<file path="config.mk">
export PLATFORM = sky130hd
export DESIGN_NAME = morse_key_encoder
export DESIGN_NICKNAME = d
export VERILOG_FILES = /design/src/rtl/morse_pkg.sv /design/src/rtl/morse_key_encoder_debouncer.sv /design/src/rtl/morse_key_encoder.sv
export SDC_FILE = /design/constraint.sdc
export NUM_CORES = 1
export LEC_CHECK = 0
export ABC_AREA = 1
export CORE_UTILIZATION = 60
export DETAILED_ROUTE_END_ITERATION = 8
export GPL_ROUTABILITY_DRIVEN = 1
export HOLD_SLACK_MARGIN = 0.05
export PLACE_DENSITY = 0.78
export SLEW_MARGIN = 10
export SYNTH_ARGS = -nofsm -noshare
export SYNTH_HDL_FRONTEND = slang
export SYNTH_SLANG_ARGS = --single-unit
</file>
<file path="constraint.sdc">
create_clock -name clk -period 3.75 [get_ports clk]
set_clock_uncertainty 0.05 [all_clocks]
set_input_delay 0.5625 -clock clk [delete_from_list [all_inputs] [get_ports clk]]
set_output_delay 0.5625 -clock clk [all_outputs]
set_load 0.03 [all_outputs]
</file>
<file path="src/rtl/morse_pkg.sv">
// Shared Morse symbol constants and encoder FSM states.
// Downstream lookup decodes morse_out with the same SYM_* values.
package morse_pkg;

  localparam int MORSE_W     = 10;
  localparam int MAX_SYMBOLS = 5;

  localparam logic [1:0] SYM_DOT  = 2'b10;
  localparam logic [1:0] SYM_DASH = 2'b11;
  localparam logic [1:0] SYM_NONE = 2'b00;

  typedef enum logic [1:0] {
    ST_IDLE,
    ST_PRESS,
    ST_GAP,
    ST_WAIT_WORD
  } state_t;

endpackage

</file>
<file path="src/rtl/morse_key_encoder_debouncer.sv">
// Two-flop synchronizer followed by a stable-count filter.
// The output follows the key only after DEBOUNCE_TICKS steady cycles.
module key_debouncer #(
  parameter int DEBOUNCE_TICKS = 50000
) (
  input  logic clk,
  input  logic rst,
  input  logic i_key,
  output logic o_key_db
);

  localparam int CW = $clog2(DEBOUNCE_TICKS + 1);
  localparam logic [CW-1:0] LAST = CW'(DEBOUNCE_TICKS - 1);

  logic          r_sync1;
  logic          r_sync2;
  logic          r_db;
  logic [CW-1:0] r_cnt;

  always_ff @(posedge clk or posedge rst) begin
    if (rst) begin
      r_sync1 <= 1'b0;
      r_sync2 <= 1'b0;
      r_db    <= 1'b0;
      r_cnt   <= '0;
    end else begin
      r_sync1 <= i_key;
      r_sync2 <= r_sync1;
      if (r_sync2 == r_db) begin
        r_cnt <= '0;
      end else if (r_cnt == LAST) begin
        r_db  <= r_sync2;
        r_cnt <= '0;
      end else begin
        r_cnt <= r_cnt + CW'(1);
      end
    end
  end

  assign o_key_db = r_db;

endmodule

</file>
<file path="src/rtl/morse_key_encoder.sv">
// Telegraph key front end: times presses and gaps on the debounced
// key and packs dots/dashes into a 10-bit symbol word with strobes.
module morse_key_encoder
  import morse_pkg::*;
#(
  parameter int DEBOUNCE_TICKS   = 50000,
  parameter int DOT_MAX_TICKS    = 10000000,
  parameter int LETTER_GAP_TICKS = 15000000,
  parameter int WORD_GAP_TICKS   = 35000000
) (
  input  logic               clk,
  input  logic               rst,
  input  logic               key_in,
  output logic [MORSE_W-1:0] morse_out,
  output logic               code_valid,
  output logic               overflow,
  output logic               busy
);

  localparam int PW = $clog2(DOT_MAX_TICKS + 1);
  localparam int GW = $clog2(WORD_GAP_TICKS + 1);
  localparam logic [PW-1:0] DOT_MAX = PW'(DOT_MAX_TICKS);
  localparam logic [GW-1:0] GAP_L   = GW'(LETTER_GAP_TICKS);
  localparam logic [GW-1:0] GAP_W   = GW'(WORD_GAP_TICKS);
  localparam logic [MORSE_W-1:0] EMPTY = {MAX_SYMBOLS{SYM_NONE}};

  state_t             r_state, w_state_nxt;
  logic [PW-1:0]      r_press, w_press_nxt;
  logic [GW-1:0]      r_gap, w_gap_nxt, w_gap_inc;
  logic [MORSE_W-1:0] r_buf, w_buf_nxt;
  logic [MORSE_W-1:0] r_out, w_out_nxt;
  logic [2:0]         r_n, w_n_nxt;
  logic               r_ovf, w_ovf_nxt;
  logic               r_cv, w_cv_nxt;
  logic               r_ov, w_ov_nxt;
  logic [1:0]         w_sym;
  logic               w_key_db;

  key_debouncer #(
    .DEBOUNCE_TICKS(DEBOUNCE_TICKS)
  ) u_deb (
    .clk     (clk),
    .rst     (rst),
    .i_key   (key_in),
    .o_key_db(w_key_db)
  );

  always_ff @(posedge clk or posedge rst) begin
    if (rst) r_state <= ST_IDLE;
    else     r_state <= w_state_nxt;
  end

  always_comb begin
    w_state_nxt = r_state;
    w_press_nxt = r_press;
    w_gap_nxt   = r_gap;
    w_buf_nxt   = r_buf;
    w_n_nxt     = r_n;
    w_ovf_nxt   = r_ovf;
    w_out_nxt   = r_out;
    w_cv_nxt    = 1'b0;
    w_ov_nxt    = 1'b0;
    w_gap_inc   = (r_gap == GAP_W) ? r_gap : r_gap + GW'(1);
    w_sym       = (r_press < DOT_MAX) ? SYM_DOT : SYM_DASH;
    unique case (r_state)
      ST_IDLE: begin
        w_buf_nxt = EMPTY;
        w_n_nxt   = '0;
        w_ovf_nxt = 1'b0;
        if (w_key_db) begin
          w_state_nxt = ST_PRESS;
          w_press_nxt = PW'(1);
        end
      end
      ST_PRESS: begin
        if (w_key_db) begin
          if (r_press != DOT_MAX) w_press_nxt = r_press + PW'(1);
        end else begin
          if (r_n < 3'(MAX_SYMBOLS)) begin
            w_buf_nxt = r_buf |
              ({w_sym, {(MORSE_W-2){1'b0}}} >> {r_n, 1'b0});
            w_n_nxt   = r_n + 3'd1;
          end else begin
            w_ovf_nxt = 1'b1;
          end
          w_gap_nxt   = '0;
          w_state_nxt = ST_GAP;
        end
      end
      ST_GAP: begin
        // Letter boundary beats a press starting on the same cycle.
        if (r_gap == GAP_L) begin
          if (r_ovf) begin
            w_ov_nxt  = 1'b1;
          end else begin
            w_out_nxt = r_buf;
            w_cv_nxt  = 1'b1;
          end
          w_buf_nxt   = EMPTY;
          w_n_nxt     = '0;
          w_ovf_nxt   = 1'b0;
          w_gap_nxt   = w_gap_inc;
          w_state_nxt = ST_WAIT_WORD;
        end else if (w_key_db) begin
          w_state_nxt = ST_PRESS;
          w_press_nxt = PW'(1);
        end else begin
          w_gap_nxt = w_gap_inc;
        end
      end
      ST_WAIT_WORD: begin
        if (w_key_db) begin
          w_state_nxt = ST_PRESS;
          w_press_nxt = PW'(1);
        end else if (r_gap == GAP_W) begin
          w_out_nxt   = '0;
          w_cv_nxt    = 1'b1;
          w_state_nxt = ST_IDLE;
        end else begin
          w_gap_nxt = w_gap_inc;
        end
      end
      default: w_state_nxt = ST_IDLE;
    endcase
  end

  always_ff @(posedge clk or posedge rst) begin
    if (rst) begin
      r_press <= '0;
      r_gap   <= '0;
      r_buf   <= '0;
      r_n     <= '0;
      r_ovf   <= 1'b0;
      r_out   <= '0;
      r_cv    <= 1'b0;
      r_ov    <= 1'b0;
    end else begin
      r_press <= w_press_nxt;
      r_gap   <= w_gap_nxt;
      r_buf   <= w_buf_nxt;
      r_n     <= w_n_nxt;
      r_ovf   <= w_ovf_nxt;
      r_out   <= w_out_nxt;
      r_cv    <= w_cv_nxt;
      r_ov    <= w_ov_nxt;
    end
  end

  assign morse_out  = r_out;
  assign code_valid = r_cv;
  assign overflow   = r_ov;
  assign busy       = (r_state == ST_PRESS) || (r_state == ST_GAP);

endmodule

</file>
==> results of run 1 <==
## synthesized netlist by cell type
| master | instances | area (sq um) |
|---|---|---|
| a21oi_1 | 8 | 40.04 |
| a21oi_2 | 1 | 8.760 |
| buf_1 | 1 | 3.750 |
| buf_2 | 13 | 65.06 |
| buf_4 | 2 | 15.01 |
| buf_6 | 1 | 11.26 |
| clkbuf_1 | 3 | 11.26 |
| clkbuf_2 | 2 | 10.01 |
| clkinv_1 | 2 | 7.510 |
| clkinv_2 | 1 | 5.000 |
| dfrtp_1 | 97 | 2427 |
| ha_1 | 15 | 187.7 |
| inv_1 | 108 | 405.4 |
| inv_2 | 3 | 11.26 |
| nand2_1 | 228 | 855.8 |
| nand2_2 | 3 | 18.77 |
| nand2_4 | 2 | 22.52 |
| nand3_1 | 74 | 370.4 |
| nand3_2 | 3 | 30.03 |
| nand3_4 | 1 | 17.52 |
| nand4_1 | 34 | 212.7 |
| nor2_1 | 116 | 435.4 |
| nor2_2 | 4 | 25.02 |
| nor2_4 | 3 | 33.78 |
| nor3_1 | 30 | 150.1 |
| nor3_2 | 2 | 20.02 |
| nor3b_1 | 4 | 30.03 |
| nor4_1 | 4 | 25.02 |
| o21a_1 | 2 | 15.01 |
| o21ai_0 | 37 | 185.2 |
| o21ai_1 | 20 | 100.1 |
| o22ai_1 | 2 | 12.51 |
| o22ai_2 | 1 | 12.51 |
| o31ai_1 | 2 | 15.01 |
| o32ai_1 | 1 | 8.760 |
| or2_2 | 2 | 12.51 |
| xnor2_1 | 4 | 35.03 |
| xor2_1 | 21 | 183.9 |
## power by group through the flow
stage	clock [uW]	combinational, uW	sequential (uW)
3_3_place_gp	0	34.7	1070
6_report	682	33.6	1050
4_1_cts	695	35.6	1050
3_5_place_dp	0	35.4	1070
5_1_grt	744	40.1	1050
2_1_floorplan	0	22.7	1070
## state kept, by name (all words and copies together) (netlist names)
register,count
r_buf,10
code_valid,1
r_state,2
overflow,1
u_deb.o_key_db,1
r_n,3
morse_out,10
r_ovf,1
u_deb.r_cnt,16
u_deb.r_sync1,1
u_deb.r_sync2,1
r_press,24
r_gap,26
## worst paths after layout
path | start | end | slack, ns | cells past startpoint
max | r_state[0] | r_gap[5] | 0.72 | 10
min | u_deb.r_sync1 | u_deb.r_sync2 | 0.31 | 0
max reg2reg | r_state[0] | r_gap[5] | 0.72 | 10
min reg2reg | u_deb.r_sync1 | u_deb.r_sync2 | 0.31 | 0
max in group asynchronous | rst | r_press[11] | 2.47 | 3
min in group asynchronous | rst | u_deb.r_sync2 | 0.51 | 2
## per-stage QoR
step,utilization (%),std cells
6_report,66.05,1000
5_1_grt,66.05,1000
4_1_cts,66.05,1000
3_5_place_dp,64.20,986
3_3_place_gp,64.20,986
2_1_floorplan,-,857
## per-layer routing
metal  track usage [%]  wire, um
met5                 0         0
met4             8.791       196
met3             5.472       768
met2             46.67      6419
met1             37.90      6176
## logic make-up (layout without fill, tap and decap cells)
group	count (synthesis)	count (layout)	share of synthesized area [%]
buf+inv	136	146	9.036
flops	97	97	40.21
fa+ha+maj	15	15	3.109
simple gates	510	510	37.43
compound gates	74	74	6.591
xor+xnor	25	25	3.627
## area by class of cell
type / count / area (sq um)
Clock buffer: 9 / 123.9
Clock inverter: 5 / 57.56
Sequential cell: 97 / 2427
Tap cell: 133 / 166.4
Inverter: 114 / 431.7
Fill cell: 866 / 3318
Multi-Input combinational cell: 624 / 3064
Timing Repair Buffer: 18 / 185.2
==> run summary, run 1 <==
Outcome
- **status** finished, final reports clean

CTS
- **clock latency reported for the late side of the worst-skew pair** 0.37 ns
- **CTS H-tree depth** 3
- **number of clock buffers inserted by TritonCTS** 9
- **count of clock tree sinks** 97
- **root buffer cell** clkbuf_8
- **clock transition at the register clock pins on the worst setup and hold paths after CTS** 0.09 ns
- **TritonCTS clock tree** built
- **Bufs on Longest Clock Path** 2
- **hold buffer count at CTS** 0
- **quantity of gates resized following cts** 0
- **Post-CTS Repair Setup Buffers** 0

Worst setup path
- **Data arrival, critical path** 3.27 ns
- **worst-path cell chain** inv_1 > ha_1 > nor2_1 > buf_4 > inv_1 > nand3_1 > nand3_2 > inv_2 > nand2_1 > o21ai_1
- **delay contributed by the slowest stage of the critical path** 0.50 ns
- **path type of the worst setup path** reg2reg
- **data required time of the critical path** 3.99 ns
- **worst-path cell with the longest stage delay** nand3_2
- **critical path's most frequent cell** inv_1
- **Worst Path Max Fanout** 33
- **kind of start point of the critical path** flip-flop
- **crit end category** flip-flop
- **category of cells accounting for the largest share of critical-path delay** buffers and inverters
- **Buffers & Inverters on Critical Path** 4

Power and ir drop
- **power density over the cells** 273.8 nW/um^2
- **part of the total power dissipated in sequential elements** 59.5%
- **clock network fraction of design power** 38.6%
- **relative contribution of combinational cells to total power** 1.9%
- **switching power of the nets** 407.9 uW
- **switching portion of total power** 23.08%
- **internal power** 1359 uW
- **static leakage power** 0.002887 uW
- **final total power** 1767 uW
- **maximum resistive drop on vdd** 0.2109 mV

Logic synthesis
- **warning count from the yosys run** 0
- **number of distinct standard cells referenced by the synthesized netlist** 38
- **cell area after technology mapping** 6037 sq um
- **mean post-synth cell area** 7.044 sq um
- **register area share after synthesis** 40.21%
- **Net Count, Synth** 875
- **synthesis-stage register bit count** 97
- **Mapped Cells** 857

Global route
- **number of global-route vias before repair** 5228
- **total routing resource utilization after global routing** 28.35%
- **final global-route overflow total** 0
- **largest net degree at the start of global routing** 61
- **antenna violations before repair** 0
- **wire length of the first global-routing pass** 23.51 mm

Final layout
- **top library cells by usage in the layout, fill and taps aside** 228 x nand2_1, 116 x nor2_1, 107 x inv_1
- **ratio of cells with drive above 1 in the final layout** 5.075%
- **growth of design area from synthesis to finish** 6.943%
- **fin nets** 882
- **Post-Layout Inst Area** 6456 sq um
- **number of diodes** 0
- **leading cell type in the layout, fill and taps excluded** nand2_1

Detailed routing
- **TritonRoute pass-1 iters** 6
- **sum of routed wire length over all layers** 13.56 mm
- **Via Count** 5566
- **DRC violation count after routing** 0
- **via-per-instance ratio** 5.566
- **number of antenna-violating nets in the routed design** 0
- **average wire length per cell after detail routing** 13.56 um
- **DRT iter0 DRCs** 503

Timing
- **worst slew slack as a fraction of its limit** 44.00%
- **post-route minimum period** 3.031 ns
- **Worst Setup Slack, final** 0.7187 ns
- **final hold vios** 0
- **total negative slack** 0 ns
- **worst hold slack after final layout** 0.3116 ns
- **slew of the pin with the lowest slew margin** 0.8380 ns
- **pins over their slew limit** 0
- **final worst path period share** 80.83%
- **achievable clock frequency** 0.3299 GHz
- **setup repair after global routing missed its margin** false
- **total setup violations reported at the end of the flow** 0

Place
- **detailed-placement wirelength estimate** 9.845 mm
- **Port Buf Inserts** 15
- **worst setup slack after placement** 0.7429 ns
- **final weighted congestion in routability-driven placement** 0.9341
- **Placed Instance Area** 6275 sq um

Die
- **cell row count** 36
- **effective utilization at floorplan** 61.76%
- **area enclosed by the die boundary** 10470 sq um
- **number of top-level design ports** 16
- **horizontal die dimension** 102.3 um
- **placeable core region** 9774 sq um
- **vertical die dimension** 102.3 um

Worst hold path
- **path type of the worst min-delay path** reg2reg

Job
- **total of max-cap violations** 0

No activity file was read; power rests on OpenSTA's default activity.
==> run 2: changes to the inputs <==
==> constraint.sdc (replaced) <==
create_clock -name clk -period 2.9 [get_ports clk]
set_clock_uncertainty 0.05 [all_clocks]
set_input_delay 0.435 -clock clk [delete_from_list [all_inputs] [get_ports clk]]
set_output_delay 0.435 -clock clk [all_outputs]
set_load 0.03 [all_outputs]
==> run 2 against run 1 <==
  * Final cell count grew 0.70%
  * Power grew 29%
  * Global-route usage is essentially flat
  * Via count is essentially flat
  * First-iteration DRC count shrank 15%
  * Combinational power grew 32%
  * Non-clock buffer count grew 6
  * Sequential share of layout area shrank 0.30 points
  * Wire length grew 1.1%
==> run summary, run 2 (synthesis results as in run 1) <==
Outcome
- **status** finished, final reports clean

CTS
- **number of clock buffers inserted by TritonCTS** 9
- **Post-CTS Repair Setup Buffers** 0
- **clock transition at the register clock pins on the worst setup and hold paths after CTS** 0.10 ns
- **hold buffer count at CTS** 0
- **Bufs on Longest Clock Path** 2
- **TritonCTS clock tree** built
- **clock latency reported for the late side of the worst-skew pair** 0.39 ns
- **CTS H-tree depth** 3
- **root buffer cell** clkbuf_8
- **quantity of gates resized following cts** 0
- **count of clock tree sinks** 97

Timing
- **final hold vios** 0
- **achievable clock frequency** 0.4143 GHz
- **post-route minimum period** 2.414 ns
- **total negative slack** 0 ns
- **setup repair after global routing missed its margin** false
- **slew of the pin with the lowest slew margin** 0.7050 ns
- **pins over their slew limit** 0
- **total setup violations reported at the end of the flow** 0
- **worst slew slack as a fraction of its limit** 52.66%
- **final worst path period share** 83.22%

Place
- **final weighted congestion in routability-driven placement** 0.9416
- **detailed-placement wirelength estimate** 10.08 mm
- **Port Buf Inserts** 15
- **Post-Place Cells** 992

Worst setup path
- **Buffers & Inverters on Critical Path** 2
- **data required time of the critical path** 2.41 ns
- **worst-path cell with the longest stage delay** clkdlybuf4s50_1
- **Worst Path Max Fanout** 5
- **stages on the worst setup path** 3
- **crit end category** output port
- **worst-path cell chain** inv_1 > ha_1 > clkdlybuf4s50_1
- **category of cells accounting for the largest share of critical-path delay** buffers and inverters
- **path type of the worst setup path** reg2out
- **worst-case reg-to-reg path depth** 11
- **kind of start point of the critical path** flip-flop
- **Data arrival, critical path** 1.93 ns
- **delay contributed by the slowest stage of the critical path** 0.67 ns

Detailed routing
- **number of antenna-violating nets in the routed design** 0
- **sum of routed wire length over all layers** 13.71 mm
- **Via Count** 5570
- **DRC violation count after routing** 0
- **average wire length per cell after detail routing** 13.62 um
- **TritonRoute pass-1 iters** 7
- **via-per-instance ratio** 5.531
- **DRT iter0 DRCs** 428

Power and ir drop
- **part of the total power dissipated in sequential elements** 59.6%
- **clock network fraction of design power** 38.4%
- **static leakage power** 0.002906 uW
- **power density over the cells** 350.4 nW/um^2
- **internal power** 1764 uW
- **relative contribution of combinational cells to total power** 1.9%
- **maximum resistive drop on vdd** 0.2801 mV
- **switching power of the nets** 516.6 uW
- **switching portion of total power** 22.66%

Final layout
- **flip-flop count of the largest register after layout** 26
- **number of standard cells in the layout, taps in and fillers out** 1007
- **leading cell type in the layout, fill and taps excluded** nand2_1
- **top library cells by usage in the layout, fill and taps aside** 228 x nand2_1, 116 x nor2_1, 107 x inv_1
- **fin nets** 888
- **ratio of cells with drive above 1 in the final layout** 5.606%
- **largest registers** r_gap: 26 flops, r_press: 24 flops, u_deb.r_cnt: 16 flops
- **fill cell count** 867
- **Reg with most FFs** r_gap
- **share of the core filled with cells** 66.58%
- **growth of design area from synthesis to finish** 7.793%
- **number of diodes** 0

Global route
- **number of global-route vias before repair** 5069
- **largest net degree at the start of global routing** 84
- **final global-route overflow total** 0
- **antenna violations before repair** 0
- **wire length of the first global-routing pass** 23.12 mm
- **total routing resource utilization after global routing** 28.33%

Die
- **placeable core region** 9774 sq um
- **area enclosed by the die boundary** 10470 sq um
- **effective utilization at floorplan** 61.76%
- **number of top-level design ports** 16
- **vertical die dimension** 102.3 um
- **horizontal die dimension** 102.3 um
- **cell row count** 36

Worst hold path
- **path type of the worst min-delay path** in2async

Job
- **total of max-cap violations** 0

run 2: metrics by stage:
stage | power (uW) | worst slack, ns | instance area, sq um | hold WS (ns)
CTS | 2303 | 0.4875 | 6507 | 0.2937
detailed placement | 1433 | 0.6115 | 6321 | 0.2933
global placement | 1431 | 0.7241 | 6321 | 0.2951
global route | 2361 | 0.3870 | 6507 | 0.3258
floorplan | 1415 | 1.121 | 6041 | 0.2812
finish | 2280 | 0.4865 | 6507 | 0.3007
run 2: final timing paths:
path,slack [ns],start,endpoint
worst max-delay path,0.49,r_state[0],busy
worst min-delay path,0.30,rst,u_deb.r_cnt[0]
worst max register to register,0.59,r_gap[0],morse_out[1]
worst min register to register,0.32,u_deb.r_sync1,u_deb.r_sync2
max in group asynchronous,1.78,rst,r_press[18]
min in group clk,0.32,u_deb.r_sync1,u_deb.r_sync2
run 2: cell type report:
| type | instances | area [sq um] | share of cell area [%] |
|---|---|---|---|
| Tap cell | 133 | 166.4 | 2.557 |
| Clock buffer | 11 | 131.4 | 2.019 |
| Sequential cell | 97 | 2427 | 37.30 |
| Multi-Input combinational cell | 624 | 3064 | 47.09 |
| Clock inverter | 4 | 55.05 | 0.8460 |
| Timing Repair Buffer | 24 | 230.2 | 3.538 |
| Inverter | 114 | 432.9 | 6.653 |
run 2: per-layer routing:
layer	global-route usage [%]	vias up	part of all wire, %
met5	0	-	0
met1	37.41	2602	45
li1	-	2767	-
met4	9.560	0	1.8
met3	5.267	26	5.2
met2	46.88	175	48
run 2: power by group through the flow:
stage	Combinational (uW)	Sequential [uW]	Clock (uW)
finish	44.2	1360	877
floorplan	29.6	1390	0
global placement	44.8	1390	0
detailed placement	46.9	1390	0
global route	52.5	1360	948
CTS	46.9	1360	896
